--- config.mk ---
export PLATFORM = sky130hd
export DESIGN_NAME = serial_adder
export DESIGN_NICKNAME = d
export VERILOG_FILES = /design/src/rtl/serial_adder_pkg.sv /design/src/rtl/serial_adder_fa_cell.sv /design/src/rtl/serial_adder.sv
export SDC_FILE = /design/constraint.sdc
export NUM_CORES = 1
export LEC_CHECK = 0
export CORE_ASPECT_RATIO = 1.1
export CORE_UTILIZATION = 46
export DETAILED_ROUTE_END_ITERATION = 8
export PLACE_DENSITY = 0.84
export SLEW_MARGIN = 20
export SYNTH_ARGS = -nofsm -noshare
export SYNTH_HDL_FRONTEND = slang
export SYNTH_SLANG_ARGS = --single-unit
export TNS_END_PERCENT = 10
--- constraint.sdc ---
create_clock -name clk -period 1.4 [get_ports clk]
set_clock_uncertainty 0.1 [all_clocks]
set_input_delay 0.28 -clock clk [delete_from_list [all_inputs] [get_ports clk]]
set_output_delay 0.28 -clock clk [all_outputs]
set_load 0.01 [all_outputs]
--- src/rtl/serial_adder_pkg.sv ---
// Shared definitions for the serial adder family: FSM state encoding and
// a constant-evaluable clog2 used to size bit counters.
package adder_pkg;

   typedef enum logic [1:0] {
      IDLE = 2'd0,
      RUN  = 2'd1,
      DONE = 2'd2
   } state_t;

   // Number of bits needed to represent values 0..value-1 (minimum 0).
   function automatic int clog2(input int value);
      int result;
      result = 0;
      for (int v = value - 1; v > 0; v = v >> 1) begin
         result = result + 1;
      end
      return result;
   endfunction

endpackage

--- src/rtl/serial_adder_fa_cell.sv ---
// One-bit combinational full adder, shared by the team's adder variants.
module fa_cell (
   input  logic a,
   input  logic b,
   input  logic cin,
   output logic s,
   output logic cout
);

   assign s    = a ^ b ^ cin;
   assign cout = (a & b) | (a & cin) | (b & cin);

endmodule

--- src/rtl/serial_adder.sv ---
// Bit-serial adder: one full-adder cell reused LSB-first over WIDTH cycles,
// with sum/cout published only on the completing edge.
module serial_adder
   import adder_pkg::*;
#(
   parameter int WIDTH = 8
) (
   input  logic             clk,
   input  logic             rst_n,
   input  logic             start,
   input  logic [WIDTH-1:0] a,
   input  logic [WIDTH-1:0] b,
   input  logic             cin,
   output logic             busy,
   output logic             done,
   output logic [WIDTH-1:0] sum,
   output logic             cout
);

   // Counter must hold WIDTH itself, hence WIDTH+1 values.
   localparam int CW = clog2(WIDTH + 1);
   localparam logic [CW-1:0] LAST = CW'(WIDTH - 1);

   state_t           state;
   logic [WIDTH-1:0] a_sr;
   logic [WIDTH-1:0] b_sr;
   logic [WIDTH-1:0] sum_sr;
   logic [WIDTH-1:0] sum_shift;
   logic             carry;
   logic [CW-1:0]    count;
   logic             fa_s;
   logic             fa_c;

   fa_cell u_fa (
      .a    (a_sr[0]),
      .b    (b_sr[0]),
      .cin  (carry),
      .s    (fa_s),
      .cout (fa_c)
   );

   // New sum bit enters at the MSB so the word is aligned after WIDTH shifts.
   generate
      if (WIDTH == 1) begin : g_one
         assign sum_shift = fa_s;
      end else begin : g_wide
         assign sum_shift = {fa_s, sum_sr[WIDTH-1:1]};
      end
   endgenerate

   always_ff @(posedge clk or negedge rst_n) begin
      if (!rst_n) begin
         state  <= IDLE;
         a_sr   <= '0;
         b_sr   <= '0;
         sum_sr <= '0;
         carry  <= 1'b0;
         count  <= '0;
         busy   <= 1'b0;
         done   <= 1'b0;
         sum    <= '0;
         cout   <= 1'b0;
      end else begin
         done <= 1'b0;
         case (state)
            IDLE, DONE: begin
               if (start) begin
                  a_sr   <= a;
                  b_sr   <= b;
                  sum_sr <= '0;
                  carry  <= cin;
                  count  <= '0;
                  busy   <= 1'b1;
                  state  <= RUN;
               end else begin
                  state <= IDLE;
               end
            end
            RUN: begin
               a_sr   <= a_sr >> 1;
               b_sr   <= b_sr >> 1;
               sum_sr <= sum_shift;
               carry  <= fa_c;
               count  <= count + 1'b1;
               if (count == LAST) begin
                  sum   <= sum_shift;
                  cout  <= fa_c;
                  busy  <= 1'b0;
                  done  <= 1'b1;
                  state <= DONE;
               end
            end
            default: state <= IDLE;
         endcase
      end
   end

endmodule

-- Word-level counts from Yosys, hierarchy flattened
Cells that the tools add are included.
- flip-flop bits (word level): 42
- input bits: 20
- output and inout bits: 11
- logic and storage cells: 47
- $add $sub $neg: 1
- equality and inequality tests: 5
- mux-type cells: 18
- bitwise gates (word level): 7
- reduce and logical (&&, ||, !) cells: 6
- operator list (kind ; number):
    case mux 8 bit (2 select lines) ; 3
    2-to-1 mux 8 bit ; 3
    case mux 4 bit (2 select lines) ; 1
    2-to-1 mux 1 bit ; 6
    adder 4 x 1 -> 4 bit, second input constant ; 1
    equality test 4 x 3 -> 1 bit, second input constant ; 1
    2-to-1 mux 4 bit ; 1
    inequality test 2 bit, second input constant ; 2
    case mux 1 bit (2 select lines) ; 2
    case mux 2 bit (2 select lines) ; 1
    AND reduction 2 bit ; 2
    AND 1 bit ; 3
    AND reduction 3 bit ; 1
    equality test 2 x 1 -> 1 bit, second input constant ; 1
    equality test 2 bit, second input constant ; 1
    logical NOT 2 bit ; 1
    2-to-1 mux 2 bit ; 1
    bitwise OR 1 bit ; 2
    nonzero test 2 bit ; 1
    OR reduction 2 bit ; 1
    bitwise XOR 1 bit ; 2

-- Depth between registers and ports, before layout
Gate-level depths: netlist of the first run.
- depth after elaboration: 4
- gate-level depth with buffers: 5
- mapped depth without buffers: 4

-- By module
From an unflattened synthesis of the first run, not the netlist that was laid out.
- cells, all modules: 118
- area total of the unflattened synthesis: 1657.8 µm²
- modules (own cells, without submodules) (module ; instances ; cells an instance ; area each (µm²) ; sequential area each (µm²)):
    serial_adder ; 1 ; 117 ; 1637.8 ; 1026.0
    fa_cell ; 1 ; 1 ; 20.0 ; 0.0

-- Worst setup path after synthesis of the first run
No wires, ideal clock.
- path type: register to register
- from: register count[0]
- to: register cout
- library setup time: 125 ps
- data arrival time: 1332 ps
- data required time: 1175 ps
- path slack: -157 ps
- stages on the path, launching flop included: 6
- buffers on the path: 1
- period minus slack after synthesis: 1557 ps
- cell sequence: dfrtp_1 ha_1 nand2_1 nor3b_2 buf_4 mux2_2
- word-level cells in the longest chain between the ends: 2
- RTL lines (what ; line ; RTL):
    start, declared ; serial_adder.sv:30 ; logic [CW-1:0] count;
    start signal, assigned ; serial_adder.sv:84 ; count <= count + 1'b1;
    equality test 4 x 3 -> 1 bit ; serial_adder.sv:85 ; if (count == LAST) begin
    AND reduction 2 bit (no line) ; n/a ;
    end signal, assigned ; serial_adder.sv:62 ; cout <= 1'b0;
    end signal, assigned ; serial_adder.sv:87 ; cout <= fa_c;
    end, declared ; serial_adder.sv:17 ; output logic cout
No other way between the ends.
A chain may end at the register's enable or synchronous reset.

-- Worst setup path in the final report of the first run
- from: register count[1]
- to: register sum[0]
- word-level cells in the longest chain between the ends: 2
- RTL lines (what ; line ; RTL):
    equality test 4 x 3 -> 1 bit ; serial_adder.sv:85 ;
    AND reduction 2 bit (no line) ; n/a ;
    end signal, assigned ; serial_adder.sv:86 ; sum <= sum_shift;
    end, declared ; serial_adder.sv:16 ; output logic [WIDTH-1:0] sum,
No other way between the ends.

==> summary.md, run 1 <==
| Metric | Value |
|---|---|
| Mean routed wirelength per cell | 14.1 um |
| Synth Flop Type | dfrtp_1 |
| Ys async rst share | 100% |
| Synth top area share | 61.9% |
| Most common cell in the netlist | dfrtp_1 |
| Clk sinks | 41 |
| CTS tree | done |
| First-pass GRT wire length | 5.28 mm |
| Type of destination of the critical path | flip-flop |
| Boundary Pins | 31 |
| Synthesized area per cell | 13.9 um2 |
| Post-DP HPWL | 2.15 mm |
| Setup WS post-layout | -178 ps |
| Max-cap violations | 0 |
| Drt pass-1 iters | 4 |
| GPL Wtd Cong | 0.746 |
| Largest net degree at the start of global routing | 25 |
| Layout area overhead | 33.8% |
| Slew Viols, Final | 0 |
| RSZ-0062 raised after global routing | true |
| Worst Hold Class | in2async |
| Initial Utilization | 48.9% |
| EDFF count, synth | 0 |
| Final setup viols | 33 |
| Power Dens Cells | 2220 nW/um2 |
| Deepest clock path buffer count | 2 |
| CTS buffer count | 5 |
| Critical path class | reg2reg |
| Gr usage total | 18.4% |
| Final core occ | 65.5% |
| Final hold viol count | 0 |
| CTS clk-pin slew, worst paths | 120 ps |
| Register-to-Register Path Depth | 5 |
| Port Buf Inserts | 30 |
| Seq/Total Area, Yosys | 61.9% |
| Tot Pwr | 0.00492 W |
| Startpoint type of the worst setup path | flip-flop |
| DRT iter0 DRCs | 20 |
| Largest cells by area after synthesis | dfrtp_1, a22o_1, a21o_1, mux2_2, buf_2 |
| Post-synthesis cell type count | 20 |
| H-tree depth | 2 |
| Setup TNS | -1840 ps |
| Crit Path Max Fanout | 10 |
| DRC Markers | 0 |
| Core area | 3390 um2 |
| Rel. slew slack | 71.2% |
| Register area | 1030 um2 |
| Max frequency | 634 MHz |
| ANT nets after route | 0 |
| Antenna cell count | 0 |
| CP required | 1540 ps |
| Fin area | 2220 um2 |
| Die W | 59.2 um |
| Nets@finish | 188 |
| Run status | finished with violations |
| Post-synth top area cell | dfrtp_1 |
| Share of layout cells above drive strength 1 | 27.5% |
| Failing checks | negative setup slack |
| Most frequent cells after synthesis | dfrtp_1, a22o_1, a21o_1 |
| Filler cell count | 275 |
| Via Count | 1170 |
| Via density | 5.44 |
| Root Driver | clkbuf_4 |
| Critical Path AT | 1720 ps |
| Crit path time final | 1580 ps |
| Final period util | 113% |
| Die area | 3850 um2 |
| Worst vdd ir | 0.00106 V |
| Total global routing overflow | 0 |
| Syn Inst Count | 119 |
| DRT Wirelength | 3.03 mm |
| Worst skew pair latency | 340 ps |
| Area of the mapped netlist | 1660 um2 |
| Leak | 1.13 nW |
| Yosys warns | 0 |
| Placed Area | 2120 um2 |
| Post-Syn Nets | 141 |
| Die Y | 64.9 um |
| Synthesis-stage register bit count | 41 |
| Worst-Margin Slew | 432 ps |
| Vias in the first global route | 1240 |
| Initial antenna violation count | 0 |
| Area of the multi-input gates | 624 um2 |
| Rows | 22 |
==> registers in the layout, indices dropped and copies added (netlist names) <==
register and flops:
busy 1, done 1, b_sr 8, a_sr 8, state 2, cout 1, sum 8, carry 1
count 4, sum_sr 7
==> worst paths after layout <==
kind | start | endpoint | slack, ps
max in group asynchronous | rst_n | sum_sr[7]$_DFFE_PN0P_ | 340
max reg2reg | count[1]$_DFFE_PN0P_ | sum[0]$_DFFE_PN0P_ | -180
min in group clk | a_sr[4]$_DFFE_PN0P_ | a_sr[4]$_DFFE_PN0P_ | 390
min reg2reg | a_sr[4]$_DFFE_PN0P_ | a_sr[4]$_DFFE_PN0P_ | 390
max | count[1]$_DFFE_PN0P_ | sum[0]$_DFFE_PN0P_ | -180
min | rst_n | sum[0]$_DFFE_PN0P_ | 310
==> cell families after synthesis <==
logic type	synth area share (%)
mux	7.33
simple gates	4.31
compound gates	21.1
fa+ha+maj	1.96
xor+xnor	0.529
buf+inv	2.79
flops	61.9
==> placed cells by master (no fill, tap or decap), drive strengths merged <==
cell           count
mux2               9
o21ai              2
nand2b             1
dfrtp             41
nor2b              2
buf               18
ha                 1
nand2              3
bufinv             1
a22o              26
fa                 1
a21o              15
clkdlybuf4s50     18
mux2i              2
nor3b              2
and2b              1
clkdlybuf4s15      4
dlygate4sd3        1
nand4              1
xnor2              1
clkbuf            14
inv                1
nor2               2
==> power breakdown <==
| group | leakage (nW) | switching, W | internal [W] |
|---|---|---|---|
| clock | 0.0455 | 0.000360 | 0.000427 |
| combinational | 0.566 | 0.000863 | 0.00125 |
| sequential | 0.521 | 0.000320 | 0.00170 |
| total | 1.13 | 0.00154 | 0.00337 |
==> what timing repair did <==
item                                    CTS  global route
pin swaps                                 1             0
setup buffers                             3             0
endpoints found under the setup margin   44            43
hold endpoints to repair                 18             0
hold buffers                              1             0
resized for setup                        25             8
==> metal layers <==
metal  share of wire, %  global-route usage, %  wire length [um]
met1                 43                   20.8              1290
met2                 51                   32.9              1550
met3                4.8                   5.59               146
met4                1.4                   4.46                42
met5                  0                      0                 0
==> layout make-up <==
type,instances,share of cell area (%)
Sequential cell,41,46.3
Multi-Input combinational cell,69,28.2
Timing Repair Buffer,48,18.8
Tap cell,48,2.71
Clock buffer,7,2.48
Clock inverter,1,1.35
Inverter,1,0.169
==> metrics by stage <==
| step | instances | hold WS (ps) | setup WS [ps] |
|---|---|---|---|
| after detailed placement | 203 | 145 | -263 |
| after floorplan | 119 | -116 | -119 |
| after global routing | 215 | 314 | -280 |
| after global placement | 203 | 133 | -237 |
| after CTS | 215 | 301 | -180 |
| final | 215 | 310 | -178 |
==> worst max-delay path: stages (launching register included) <==
cell and delay [ps]:
dfrtp_1 380, ha_2 200, nand2_2 60, nor3b_2 200
buf_6 200, mux2_2 340
Note: power is estimated with default switching activity, not from simulation.
==> run 2: changes to the inputs <==
--- a/config.mk
+++ b/config.mk
@@ -5,6 +5,7 @@
 export SDC_FILE = /design/constraint.sdc
 export NUM_CORES = 1
 export LEC_CHECK = 0
+export CAP_MARGIN = 20
 export CORE_ASPECT_RATIO = 1.1
 export CORE_UTILIZATION = 46
 export DETAILED_ROUTE_END_ITERATION = 8
==> results of run 2 <==
Same layout as run 1: the final DEF is identical, and so are final timing and power.
==> run 3: changes to the inputs <==
--- a/config.mk
+++ b/config.mk
@@ -5,13 +5,15 @@
 export SDC_FILE = /design/constraint.sdc
 export NUM_CORES = 1
 export LEC_CHECK = 0
+export ABC_AREA = 1
 export CAP_MARGIN = 20
 export CORE_ASPECT_RATIO = 1.1
-export CORE_UTILIZATION = 46
+export CORE_UTILIZATION = 47
 export DETAILED_ROUTE_END_ITERATION = 8
 export PLACE_DENSITY = 0.84
 export SLEW_MARGIN = 20
 export SYNTH_ARGS = -nofsm -noshare
 export SYNTH_HDL_FRONTEND = slang
+export SYNTH_HIERARCHICAL = 1
 export SYNTH_SLANG_ARGS = --single-unit
 export TNS_END_PERCENT = 10
==> summary.md, run 3 <==
| Metric | Value |
|---|---|
| Run status | complete, no violations |
| Area of the mapped netlist | 1790 um2 (+7.8%) |
| Final period util | 96.8% (-16 points) |
| Worst Hold Class | in2async |
| Die Y | 66.6 um (+2.6%) |
| Most frequent cells in the layout | nand2_1, dfrtp_1, inv_1 |
| Synth top area share | 57.5% (-4.5 points) |
| Core area | 3630 um2 (+7.1%) |
| Critical path class | reg2out |
| Share of layout cells above drive strength 1 | 12.0% (-16 points) |
| Post-synthesis cell type count | 18 (-10%) |
| Initial Utilization | 49.2% (+0.31 points) |
| DRT Wirelength | 3.38 mm (+12%) |
| GPL Wtd Cong | 0.731 (-2.0%) |
| Worst skew pair latency | 300 ps (-40 ps) |
| Largest family of logic cells by synthesized area | simple AND/OR/NAND/NOR gates |
| DRT iter0 DRCs | 92 (+360%) |
| Largest net degree at the start of global routing | 42 (+68%) |
| CTS tree | done |
| Simple-gate share of the synthesized area | 29.9% (+26 points) |
| CTS buffer count | 5 (unchanged) |
| First-pass GRT wire length | 5.77 mm (+9.3%) |
| CP required | 1020 ps (-520 ps) |
| Layout area overhead | 31.4% |
| ANT nets after route | 0 (unchanged) |
| Largest cells by area after synthesis | dfrtp_1, nand2_1, inv_1, o22ai_1, buf_6 |
| Seq/Total Area, Yosys | 57.5% (-4.5 points) |
| Boundary Pins | 31 (unchanged) |
| Critical Path AT | 980 ps (-740 ps) |
| CP max stage cell | dfrtp_1 |
| Most frequent cells after synthesis | nand2_1, dfrtp_1, inv_1 |
| Syn Inst Count | 220 (+85%) |
| Final setup viols | 0 (-100%) |
| Post-DP HPWL | 2.30 mm (+7.2%) |
| DRC Markers | 0 (unchanged) |
| Deepest clock path buffer count | 2 (unchanged) |
| DP Worst Slack | -119 ps (+144 ps) |
| CP top delay family | flip-flops |
| CTS clk-pin slew, worst paths | 80 ps (-40 ps) |
| Synthesized area per cell | 8.12 um2 (-42%) |
| Max-cap violations | 0 (unchanged) |
| Compound-Gate Fraction of Synth Area | 2.94% (-18 points) |
| Synthesis-stage register bit count | 41 (unchanged) |
| Via Count | 1446 (+24%) |
| Final core occ | 64.7% (-0.78 points) |
| Max frequency | 738 MHz (+16%) |
| Slew Viols, Final | 0 (unchanged) |
| WHS | 369 ps (+59.2 ps) |
| Gr usage total | 19.9% (+1.6 points) |
| Rows | 23 (+4.5%) |
| Mean routed wirelength per cell | 10.6 um (-24%) |
| Synth Area in Adders | 1.82% (-0.14 points) |
| Port Buf Inserts | 30 (unchanged) |
| Total global routing overflow | 0 (unchanged) |
| Cell Chain, Critical Path | dlygate4sd2_1 |
| Power Dens Cells | 2100 nW/um2 (-5.1%) |
| Ys async rst share | 100% (unchanged) |
| RSZ-0062 raised after global routing | false |
| H-tree depth | 2 (unchanged) |
| Synth Area in XOR/XNOR | 0% (-0.53 points) |
| Clk sinks | 41 (unchanged) |
| Tot Pwr | 0.00494 W (+0.41%) |
| Drt pass-1 iters | 4 (unchanged) |
| Mux share of post-synthesis cell area | 0% (-7.3 points) |
| Crit Path Max Fanout | 2 (-8) |
| Most common cell in the netlist | nand2_1 |
| Initial antenna violation count | 0 (unchanged) |
| Leak | 1.29 nW (+14%) |
| Root Driver | clkbuf_8 |
| Worst setup path startpoint | sum[7]$_DFFE_PN0P_ |
| Commonest non-fill, non-tap cell in the layout | nand2_1 |
| WP buf/inv | 1 (unchanged) |
| Crit path time final | 1360 ps (-222 ps) |
| Die W | 60.8 um (+2.6%) |
| Worst-Margin Slew | 220 ps (-211 ps) |
| Vias in the first global route | 1425 (+15%) |
| Post-Syn Nets | 242 (+72%) |
| Synth Flop Type | dfrtp_1 |
| Worst vdd ir | 0.00114 V (+7.5%) |
| Startpoint type of the worst setup path | flip-flop |
| Final hold viol count | 0 (unchanged) |
| Post-synth top area cell | dfrtp_1 |
| Biggest regs | a_sr (8), b_sr (8), sum (8) |
| Slowest stage delay, CP | 390 ps (about the same) |
| Antenna cell count | 0 (unchanged) |
| Die area | 4050 um2 (+5.3%) |
| Via density | 4.56 (-16%) |
| Worst R2R Start | a_sr[0]$_DFFE_PN0P_ |
| Setup WS post-layout | 44.7 ps (+222 ps) |
| Type of destination of the critical path | primary output |
| EDFF count, synth | 0 (unchanged) |
| Nets@finish | 288 (+53%) |
| Yosys warns | 6 (+6) |
| Setup TNS | 0 ps (+1840 ps) |
| Rel. slew slack | 85.3% (+14 points) |
run 3: cell count changes in the layout (fill, tap and decap cells not counted), moves of 4 or more:
cell             previous run  this run
clkbuf_2                    7         0
dlygate4sd2_1               0        11
mux2_4                      8         0
buf_4                      14        10
clkbuf_8                    1         6
a22o_1                     26         0
a21o_1                     15         0
inv_1                       1        25
clkdlybuf4s15_1             4         0
o22ai_1                     0         6
clkbuf_4                    5         0
nand2_1                     2       121
nand3_1                     0         4
run 3: logic make-up after synthesis:
family | count (synthesis)
buf+inv | 32
flops | 41
compound gates | 9
simple gates | 136
fa+ha+maj | 2
run 3: metal layers:
layer  vias to the layer above  GRT usage (%)  wire length [um]
li1                        747              -                 -
met1                       649           23.0              1540
met2                        42           33.1              1630
met3                         8           5.83               134
met4                         0           9.94                73
met5                         -              0                 0
run 3: power breakdown:
part / internal, W / total, W / switching (W)
clock: 0.000399 / 0.000818 / 0.000418
sequential: 0.00171 / 0.00201 / 0.000308
combinational: 0.000946 / 0.00211 / 0.00116
run 3: repair_timing:
item                                    in CTS  in global routing
pin swaps                                    0                  1
buffers inserted                             0                  2
gates resized for setup                     12                  3
endpoints found under the setup margin      21                 10
hold buffers                                 1                  0
hold endpoints to repair                    41                  0
run 3: cell type report:
class	instances	area [um2]
clock buffers	6	82.6
fillers	335	1280
repair buffers	44	427
flip-flops and latches	41	1030
inverters	27	101
clock inverters	2	13.8
well taps	50	62.6
multi-input cells	147	633
run 3: per-stage QoR:
step / std cells / area [um2]
2_1_floorplan: 220 / 1790
3_3_place_gp: 306 / 2220
3_5_place_dp: 306 / 2220
4_1_cts: 315 / 2320
5_1_grt: 317 / 2350
6_report: 317 / 2350
run 3: path summary, 6_finish.rpt:
| kind | to | slack [ps] | depth (start not counted) |
|---|---|---|---|
| max in group asynchronous | a_sr[6]$_DFFE_PN0P_ | 620 | 3 |
| worst max-delay path | sum[7] | 40 | 1 |
| worst min register to register | busy$_DFFE_PN0P_ | 370 | 2 |
| min in group clk | busy$_DFFE_PN0P_ | 370 | 2 |
| worst max register to register | carry$_DFFE_PN0P_ | 90 | 5 |
| worst min-delay path | sum[1]$_DFFE_PN0P_ | 370 | 3 |
